--- src/rtl/region_bounds.sv ---
// rtl/region_bounds.sv - per-frame bounding box and hit count of class-masked pixels
module region_bounds #(
  parameter int N = 3
) (
  input  logic          clock,
  input  logic          reset,
  input  logic [N-1:0]  class_mask,
  input  logic          in_write,
  input  logic [N-1:0]  in_data,
  input  logic [11:0]   in_x,
  input  logic [11:0]   in_y,
  input  logic          in_done,
  output logic          out_valid,
  input  logic          out_ready,
  output logic          out_found,
  output logic [11:0]   out_min_x,
  output logic [11:0]   out_max_x,
  output logic [11:0]   out_min_y,
  output logic [11:0]   out_max_y,
  output logic [23:0]   out_count,
  output logic          out_overrun
);

  typedef enum logic {IDLE, PUBLISH} state_t;

  state_t state, state_next;
  logic done_prev;
  logic eof, hit;

  logic [11:0] acc_min_x, acc_max_x, acc_min_y, acc_max_y;
  logic [23:0] acc_count;
  logic        acc_found;

  logic [11:0] base_min_x, base_max_x, base_min_y, base_max_y;
  logic [23:0] base_count;
  logic        base_found;

  assign eof = in_done & ~done_prev;
  assign hit = in_write & (|(in_data & class_mask));

  // A hit coinciding with EOF lands on the freshly initialised accumulators.
  always_comb begin
    base_min_x = acc_min_x;
    base_max_x = acc_max_x;
    base_min_y = acc_min_y;
    base_max_y = acc_max_y;
    base_count = acc_count;
    base_found = acc_found;
    if (eof) begin
      base_min_x = 12'hFFF;
      base_max_x = 12'h000;
      base_min_y = 12'hFFF;
      base_max_y = 12'h000;
      base_count = 24'd0;
      base_found = 1'b0;
    end
  end

  always_ff @(posedge clock) begin
    if (reset) begin
      acc_min_x <= 12'hFFF;
      acc_max_x <= 12'h000;
      acc_min_y <= 12'hFFF;
      acc_max_y <= 12'h000;
      acc_count <= 24'd0;
      acc_found <= 1'b0;
    end else begin
      acc_min_x <= (hit && in_x < base_min_x) ? in_x : base_min_x;
      acc_max_x <= (hit && in_x > base_max_x) ? in_x : base_max_x;
      acc_min_y <= (hit && in_y < base_min_y) ? in_y : base_min_y;
      acc_max_y <= (hit && in_y > base_max_y) ? in_y : base_max_y;
      acc_count <= (hit && base_count != 24'hFFFFFF) ? base_count + 24'd1 : base_count;
      acc_found <= base_found | hit;
    end
  end

  // Result registers; an empty frame reports zero bounds rather than the init values.
  always_ff @(posedge clock) begin
    if (reset) begin
      done_prev   <= 1'b1;
      out_found   <= 1'b0;
      out_min_x   <= 12'h000;
      out_max_x   <= 12'h000;
      out_min_y   <= 12'h000;
      out_max_y   <= 12'h000;
      out_count   <= 24'd0;
      out_overrun <= 1'b0;
    end else begin
      done_prev <= in_done;
      if (eof) begin
        out_found <= acc_found;
        out_min_x <= acc_found ? acc_min_x : 12'h000;
        out_max_x <= acc_found ? acc_max_x : 12'h000;
        out_min_y <= acc_found ? acc_min_y : 12'h000;
        out_max_y <= acc_found ? acc_max_y : 12'h000;
        out_count <= acc_found ? acc_count : 24'd0;
        if (state == PUBLISH && !out_ready)
          out_overrun <= 1'b1;
      end
    end
  end

  always_ff @(posedge clock) begin
    if (reset)
      state <= IDLE;
    else
      state <= state_next;
  end

  always_comb begin
    state_next = state;
    out_valid  = 1'b0;
    case (state)
      IDLE: begin
        if (eof)
          state_next = PUBLISH;
      end
      PUBLISH: begin
        out_valid = 1'b1;
        if (!eof && out_ready)
          state_next = IDLE;
      end
      default: state_next = IDLE;
    endcase
  end

endmodule

--- config.mk ---
export PLATFORM = sky130hd
export DESIGN_NAME = region_bounds
export DESIGN_NICKNAME = d
export VERILOG_FILES = /design/src/rtl/region_bounds.sv
export SDC_FILE = /design/constraint.sdc
export NUM_CORES = 1
export LEC_CHECK = 0
export ABC_AREA = 1
export CAP_MARGIN = 5
export CORE_UTILIZATION = 24
export CTS_CLUSTER_SIZE = 24
export DETAILED_ROUTE_END_ITERATION = 8
export SKIP_LAST_GASP = 1
export SLEW_MARGIN = 5
export SYNTH_ARGS = -nofsm -noshare
export SYNTH_HDL_FRONTEND = slang
export SYNTH_SLANG_ARGS = --single-unit
--- constraint.sdc ---
create_clock -name clock -period 3.25 [get_ports clock]
set_input_delay 0.65 -clock clock [delete_from_list [all_inputs] [get_ports clock]]
set_output_delay 0.65 -clock clock [all_outputs]
set_load 0.02 [all_outputs]
==> results of run 1 <==
## how the worst max path moves through the flow
stage	end	slack (ps)	cells past startpoint
after floorplan	acc_min_x[10]$_SDFF_PP1_	350	16
after global placement	acc_min_x[5]$_SDFF_PP1_	140	14
after detailed placement	acc_min_x[10]$_SDFF_PP1_	100	12
after CTS	acc_max_y[0]$_SDFF_PP0_	540	13
after global routing	acc_min_x[4]$_SDFF_PP1_	300	14
final	acc_max_y[0]$_SDFF_PP0_	560	13
## Yosys cell counts, types with 2 or more instances
library cell	n	area [um2]
nor2_2	8	50.05
clkinv_1	2	7.510
buf_8	2	30.03
nor3_1	4	20.02
dfxtp_1	149	2983
xor2_1	7	61.31
a21boi_1	2	15.01
ha_1	47	588.1
inv_1	59	221.5
nand2_1	294	1104
buf_2	30	150.1
nor2_1	108	405.4
a21oi_1	131	655.6
nand2_2	4	25.02
xnor2_1	2	17.52
nor2_4	3	33.78
nand3_2	10	100.1
o21ai_0	59	295.3
nand4_1	10	62.56
inv_2	3	11.26
nand3_1	77	385.4
clkbuf_1	22	82.58
o21bai_1	2	15.01
buf_6	2	22.52
nand2_4	2	22.52
## power by group through the flow
stage	registers, mW	logic [mW]	clock network [mW]
2_1_floorplan	1.98	0.346	0
3_3_place_gp	1.98	0.512	0
3_5_place_dp	1.98	0.522	0
4_1_cts	1.94	0.526	2.00
5_1_grt	1.95	0.601	2.08
6_report	1.94	0.522	1.94
## metal layers
layer | vias to the layer above | routed length (um) | track usage (%)
li1 | 3614 | - | -
met1 | 3268 | 9973 | 17.84
met2 | 142 | 9487 | 22.02
met3 | 12 | 827 | 2.962
met4 | 0 | 176 | 3.704
met5 | - | 0 | 0
## final cells by class
| cell class | instances | area (um2) | area share, % |
|---|---|---|---|
| multi-input combinational | 776 | 3913 | 41.22 |
| sequential | 149 | 2983 | 31.42 |
| timing repair buffer | 131 | 1291 | 13.60 |
| tap | 396 | 495.5 | 5.219 |
| clock buffer | 17 | 425.4 | 4.481 |
| inverter | 64 | 240.2 | 2.531 |
| clock inverter | 14 | 145.1 | 1.529 |
## flip-flops by register name, indices dropped and copies added, names as in the netlist, 12 cells and up
| register | count |
|---|---|
| out_max_y | 12 |
| out_max_x | 12 |
| acc_count | 24 |
| acc_min_y | 12 |
| out_min_y | 12 |
| acc_min_x | 12 |
| out_min_x | 12 |
| out_count | 24 |
| acc_max_y | 12 |
| acc_max_x | 12 |
## cell families (layout without fill, tap and decap cells)
group | Yosys count | count (layout)
compound gates | 197 | 197
simple gates | 523 | 523
fa+ha+maj | 47 | 47
buf+inv | 122 | 226
xor+xnor | 9 | 9
flops | 149 | 149
## stage by stage
stage | total power, mW | area, um2 | hold slack [ps] | util (%)
2_1_floorplan | 2.325 | 7432 | 439.1 | -
3_3_place_gp | 2.496 | 8922 | 451.7 | 29.24
3_5_place_dp | 2.507 | 8922 | 453.4 | 29.24
4_1_cts | 4.471 | 9493 | 465.7 | 31.11
5_1_grt | 4.634 | 9493 | 478.9 | 31.11
6_report | 4.406 | 9493 | 462.9 | 31.11
## worst reg2reg max path: stages, from the launching register on
cell,delay (ps)
dfxtp_1,310
inv_1,50
nand2_4,130
buf_12,270
nand2_1,130
ha_1,320
nand4_1,110
nor3_1,230
nand2_1,80
nand3_1,70
nand2_1,60
inv_1,320
nor2_1,70
nor2_1,110
==> metrics.csv, run 1 <==
stage;metric;value;unit
outcome;outcome;finished clean;
setup_path;worstSetupStartpointType;input pin;
synth;async_reset_ff_share;0;%
synth;synthXorXnorAreaFrac;1.061;%
synth;synthSimpleGateAreaFrac;30.07;%
power;p_switching;1.231;mW
setup_path;required;3600;ps
setup_path;cp_max_fo;58;
synth;synthAdderAreaFrac;7.912;%
power;ir_drop;0.2939;mV
clock_network;clk_pin_slew;70;ps
die;placementRows;64;
setup_path;path_common_cell;nand2_1;
drt;firstDrtPassIters;5;
setup_path;r2r_start;done_prev$_SDFF_PP1_;
power;cellPowerDensity;464.1;nW/um2
setup_path;slowest_delay;450;ps
run;cap_violations;0;
synth;netlist_area;7432;um2
timing;finalSetupTns;0;ps
setup_path;worst-setup-path-type;input pin to flop;
placement;portBuffers;109;
setup_path;arrival;3040;ps
hold_path;worstHoldStart;out_count[23]$_SDFFE_PP0P_;
hold_path;hold_depth;2;
setup_path;path_delay_family;buffers and inverters;
grt;grt_remaining_overflow;0;
timing;final-hold-violation-count;0;
setup_path;crit_start;in_done;
power;internal_power;3.175;mW
grt;track_usage;13.51;%
die;die_area;31680;um2
synth;seq_area_frac_synth;40.13;%
power;p_leak;3.618;nW
clock_network;cts.htree.levels;4;
timing;period_share;82.87;%
drt;vias_per_cell;4.548;
placement;post-place-ws;103.9;ps
clock_network;clk_path_buf_depth;2;
synth;synth_top_family_by_area;simple AND/OR/NAND/NOR gates;
synth;ys_types;33;
setup_path;r2r_setup_slack;930;ps
synth;synth_ff_type;dfxtp_1;
drt;postRouteAntennaNets;0;
setup_path;critPathCaptureType;flop;
timing;layout_setup_ws;556.8;ps
setup_path;rr_worst_depth;13;
clock_network;root_buffer;clkbuf_16;
grt;antenna_found_initial;0;
power;p_sw_share;27.94;%
power;power.share.sequential;44.1;%
finish;final_cell_mix;nand2_1 (294), dfxtp_1 (149), a21oi_1 (131), nor2_1 (108), clkdlybuf4s50_1 (108);
drt;drt-total-wl;20460;um
clock_network;cts-resized-gates;0;
drt;drc_errors;0;
synth;yosys_warnings;0;
clock_network;ctsHoldBuffers;0;
finish;drive_above_1_share;7.559;%
finish;n_fill_cell;3303;
timing;max_freq;371.3;MHz
clock_network;clock_latency;420;ps
finish;synthToLayoutAreaGrowth;27.73;%
finish;layout_commonest_cell;nand2_1;
finish;final_cells;1547;
timing;setup_violations;0;
clock_network;post_cts_buffers;0;
drt;first_iter_violations;319;
finish;finalNetCount;1221;
power;combPwrFrac;11.8;%
synth;synth_cells;1047;
timing;period_needed;2693;ps
placement;dpl.cell_count;1516;
grt;grt_max_degree;64;
grt;grt_pass1_vias;6680;
die;dieHeight;178.0;um
synth;synthMuxAreaShare;0;%
setup_path;rr_endpoint;acc_max_y[0]$_SDFF_PP0_;
die;io_pins;110;
die;initial_core_util;24.36;%
placement;dpl.hpwl;14160;um
power;power_frac_clock;44.0;%
synth;synth_edf_count;0;
clock_network;cts_sinks;149;
synth;syn_area_per_cell;7.098;um2
hold_path;min_to;out_count[23]$_SDFFE_PP0P_;
finish;diodes;0;
timing;rsz0062_at_grt;no;
setup_path;timing.critical_path.cells;clkdlybuf4s50_1 -> nand2_4 -> buf_12 -> nand2_1 -> ha_1 -> nand4_1 -> nor3_1 -> nand2_1 -> nand3_1 -> nand2_1 -> inv_1 -> nor2_1 -> nor2_1;
synth;syn_nets;1129;
die;fp.dieW;178.0;um
clock_network;cts_buffers;17;
drt;vias;7036;
synth;synth_compound_area_share;13.60;%
placement;place_congestion;0.8156;
timing;finClkSkew;13.73;ps
synth;ys_ff_latch;149;
hold_path;hold_class;flop to flop;
timing;max_slew_margin;53.54;%
setup_path;cp_slowest_cell;clkdlybuf4s50_1;
drt;drt-wirelength-per-cell;13.23;um
clock_network;cts_tree;yes;
grt;grt_pass1_wl;34070;um
setup_path;path_buf_inv;3;
timing;worstMarginPinSlew;696.9;ps
die;core;30510;um2
timing;slew_viol_final;0;
Power figures use the tool's default switching activity.
==> run 2, diff against run 1 <==
==> constraint.sdc (replaced) <==
create_clock -name clock -period 2.77 [get_ports clock]
set_input_delay 0.554 -clock clock [delete_from_list [all_inputs] [get_ports clock]]
set_output_delay 0.554 -clock clock [all_outputs]
set_load 0.02 [all_outputs]
==> metrics.csv, run 2 (synthesis gave the netlist of run 1 again) <==
stage;metric;value;unit
die;fp.dieW;178.0;um
finish;layout_commonest_cell;nand2_1;
setup_path;worstSetupStartpointType;input pin;
setup_path;cp_slowest_cell;clkdlybuf4s50_1;
setup_path;rr_endpoint;acc_max_y[3]$_SDFF_PP0_;
timing;max_slew_margin;62.40;%
finish;multi_input_area;3920;um2
setup_path;cp_max_fo;24;
timing;period_needed;2483;ps
power;cellPowerDensity;526.2;nW/um2
setup_path;cp.depth;13;
setup_path;crit_start;in_done;
setup_path;r2r_setup_slack;620;ps
clock_network;root_buffer;clkbuf_16;
die;core;30510;um2
clock_network;clk_pin_slew;70;ps
drt;postRouteAntennaNets;0;
finish;regArea;2983;um2
setup_path;critPathCaptureType;flop;
setup_path;timing.critical_path.cells;clkdlybuf4s50_1 -> nand2_4 -> inv_2 -> buf_12 -> nor2_1 -> ha_1 -> a21oi_1 -> nand3b_1 -> a21oi_1 -> nor2_1 -> nand2_2 -> o21ai_0 -> nand3_1;
timing;setup_violations;0;
clock_network;clock_latency;440;ps
setup_path;arrival;2770;ps
setup_path;worst-setup-path-type;input pin to flop;
drt;vias;7089;
grt;grt_pass1_wl;34070;um
timing;slew_viol_final;0;
setup_path;path_delay_family;buffers and inverters;
drt;firstDrtPassIters;4;
drt;vias_per_cell;4.456;
placement;dpl_cell_area;9313;um2
clock_network;cts.htree.levels;4;
die;placementRows;64;
timing;finClkSkew;22.62;ps
finish;finalNetCount;1264;
clock_network;cts_buffers;17;
die;io_pins;110;
die;die_area;31680;um2
power;ir_drop;0.3632;mV
clock_network;post_cts_buffers;0;
placement;place_congestion;0.8084;
grt;grt_pass1_vias;6682;
finish;drive_above_1_share;11.05;%
finish;diodes;0;
clock_network;clk_path_buf_depth;2;
clock_network;cts_sinks;149;
placement;dpl.hpwl;15000;um
timing;rsz0062_at_grt;no;
drt;drt-total-wl;20770;um
setup_path;endpoint;acc_min_y[5]$_SDFF_PP1_;
setup_path;r2r_start;done_prev$_SDFF_PP1_;
die;dieHeight;178.0;um
drt;drc_errors;0;
setup_path;slowest_delay;550;ps
clock_network;ctsHoldBuffers;0;
clock_network;cts-resized-gates;0;
grt;track_usage;13.60;%
timing;worstMarginPinSlew;564.0;ps
drt;drt-wirelength-per-cell;13.05;um
timing;layout_setup_ws;287.0;ps
hold_path;hold_class;flop to flop;
power;p_leak;3.848;nW
setup_path;path_buf_inv;3;
outcome;outcome;finished clean;
placement;portBuffers;109;
clock_network;cts_tree;yes;
timing;period_share;89.64;%
placement;post-place-ws;-198.4;ps
grt;grt_remaining_overflow;0;
timing;max_freq;402.7;MHz
timing;final-hold-violation-count;0;
run;cap_violations;0;
die;initial_core_util;24.36;%
grt;antenna_found_initial;0;
finish;top_regs;acc_count x24, out_count x24;
finish;synthToLayoutAreaGrowth;32.93;%
setup_path;required;3050;ps
drt;first_iter_violations;414;
finish;final_cell_mix;nand2_1 (293), dfxtp_1 (149), a21oi_1 (131), nor2_1 (108), clkdlybuf4s50_1 (108);
setup_path;rr_worst_depth;13;
grt;grt_max_degree;63;
finish;design_area;9879;um2
finish;n_fill_cell;3261;
run 2: cell types whose count changed in the layout (fill, tap and decap cells not counted), sizes merged:
cell / delta
buf: +43
bufinv: -1
clkbuf: +1
clkinv: -1
clkinvlp: -2
inv: +4
run 2: area by class of cell:
class	instances	share of cell area, %
Multi-Input combinational cell	776	39.68
Sequential cell	149	30.19
Timing Repair Buffer	174	16.97
Tap cell	396	5.015
Clock buffer	18	4.344
Inverter	64	2.432
Clock inverter	14	1.368
run 2: through the flow:
step	hold WS (ps)	instances	power [mW]	util (%)	TNS, ps
after detailed placement	455.8	1559	2.994	30.52	-6287
after CTS	466.5	1591	5.273	32.37	0
after global routing	482.8	1591	5.460	32.38	0
final	463.0	1591	5.199	32.38	0
after floorplan	439.1	1047	2.729	-	0
after global placement	452.8	1559	2.980	30.52	-5727
run 2: how the worst min path moves through the flow:
stage | startpoint | endpoint | slack [ps] | cells after the start
after floorplan | acc_min_y[0]$_SDFF_PP1_ | out_min_y[0]$_SDFFE_PP0P_ | 440 | 2
after detailed placement | out_max_y[7]$_SDFFE_PP0P_ | out_max_y[7]$_SDFFE_PP0P_ | 460 | 2
after global placement | out_count[14]$_SDFFE_PP0P_ | out_count[14]$_SDFFE_PP0P_ | 450 | 2
after CTS | out_max_y[7]$_SDFFE_PP0P_ | out_max_y[7]$_SDFFE_PP0P_ | 470 | 2
final | out_count[13]$_SDFFE_PP0P_ | out_count[13]$_SDFFE_PP0P_ | 460 | 2
after global routing | out_max_y[8]$_SDFFE_PP0P_ | out_max_y[8]$_SDFFE_PP0P_ | 480 | 2
run 2: worst register-to-register path: cells and delay by family (launching register included):
family | cells | cell delay [ps]
buffers and inverters | 3 | 430
and+or+nand+nor | 8 | 820
adders and majority gates | 1 | 320
AOI/OAI and AO/OA | 1 | 170
DFF | 1 | 310
run 2: report_power, final:
part / switching (mW) / internal (mW)
clock: 1.06 / 1.19
sequential: 0.0558 / 2.22
combinational: 0.379 / 0.286
run 2: routing by layer:
layer / up-vias / routed length (um) / GRT usage (%) / share of wire (%)
met4: 0 / 192 / 3.170 / 0.92
li1: 3691 / - / - / -
met1: 3247 / 9873 / 17.35 / 48
met2: 138 / 9788 / 22.71 / 47
met5: - / 0 / 0 / 0
met3: 13 / 915 / 3.559 / 4.4
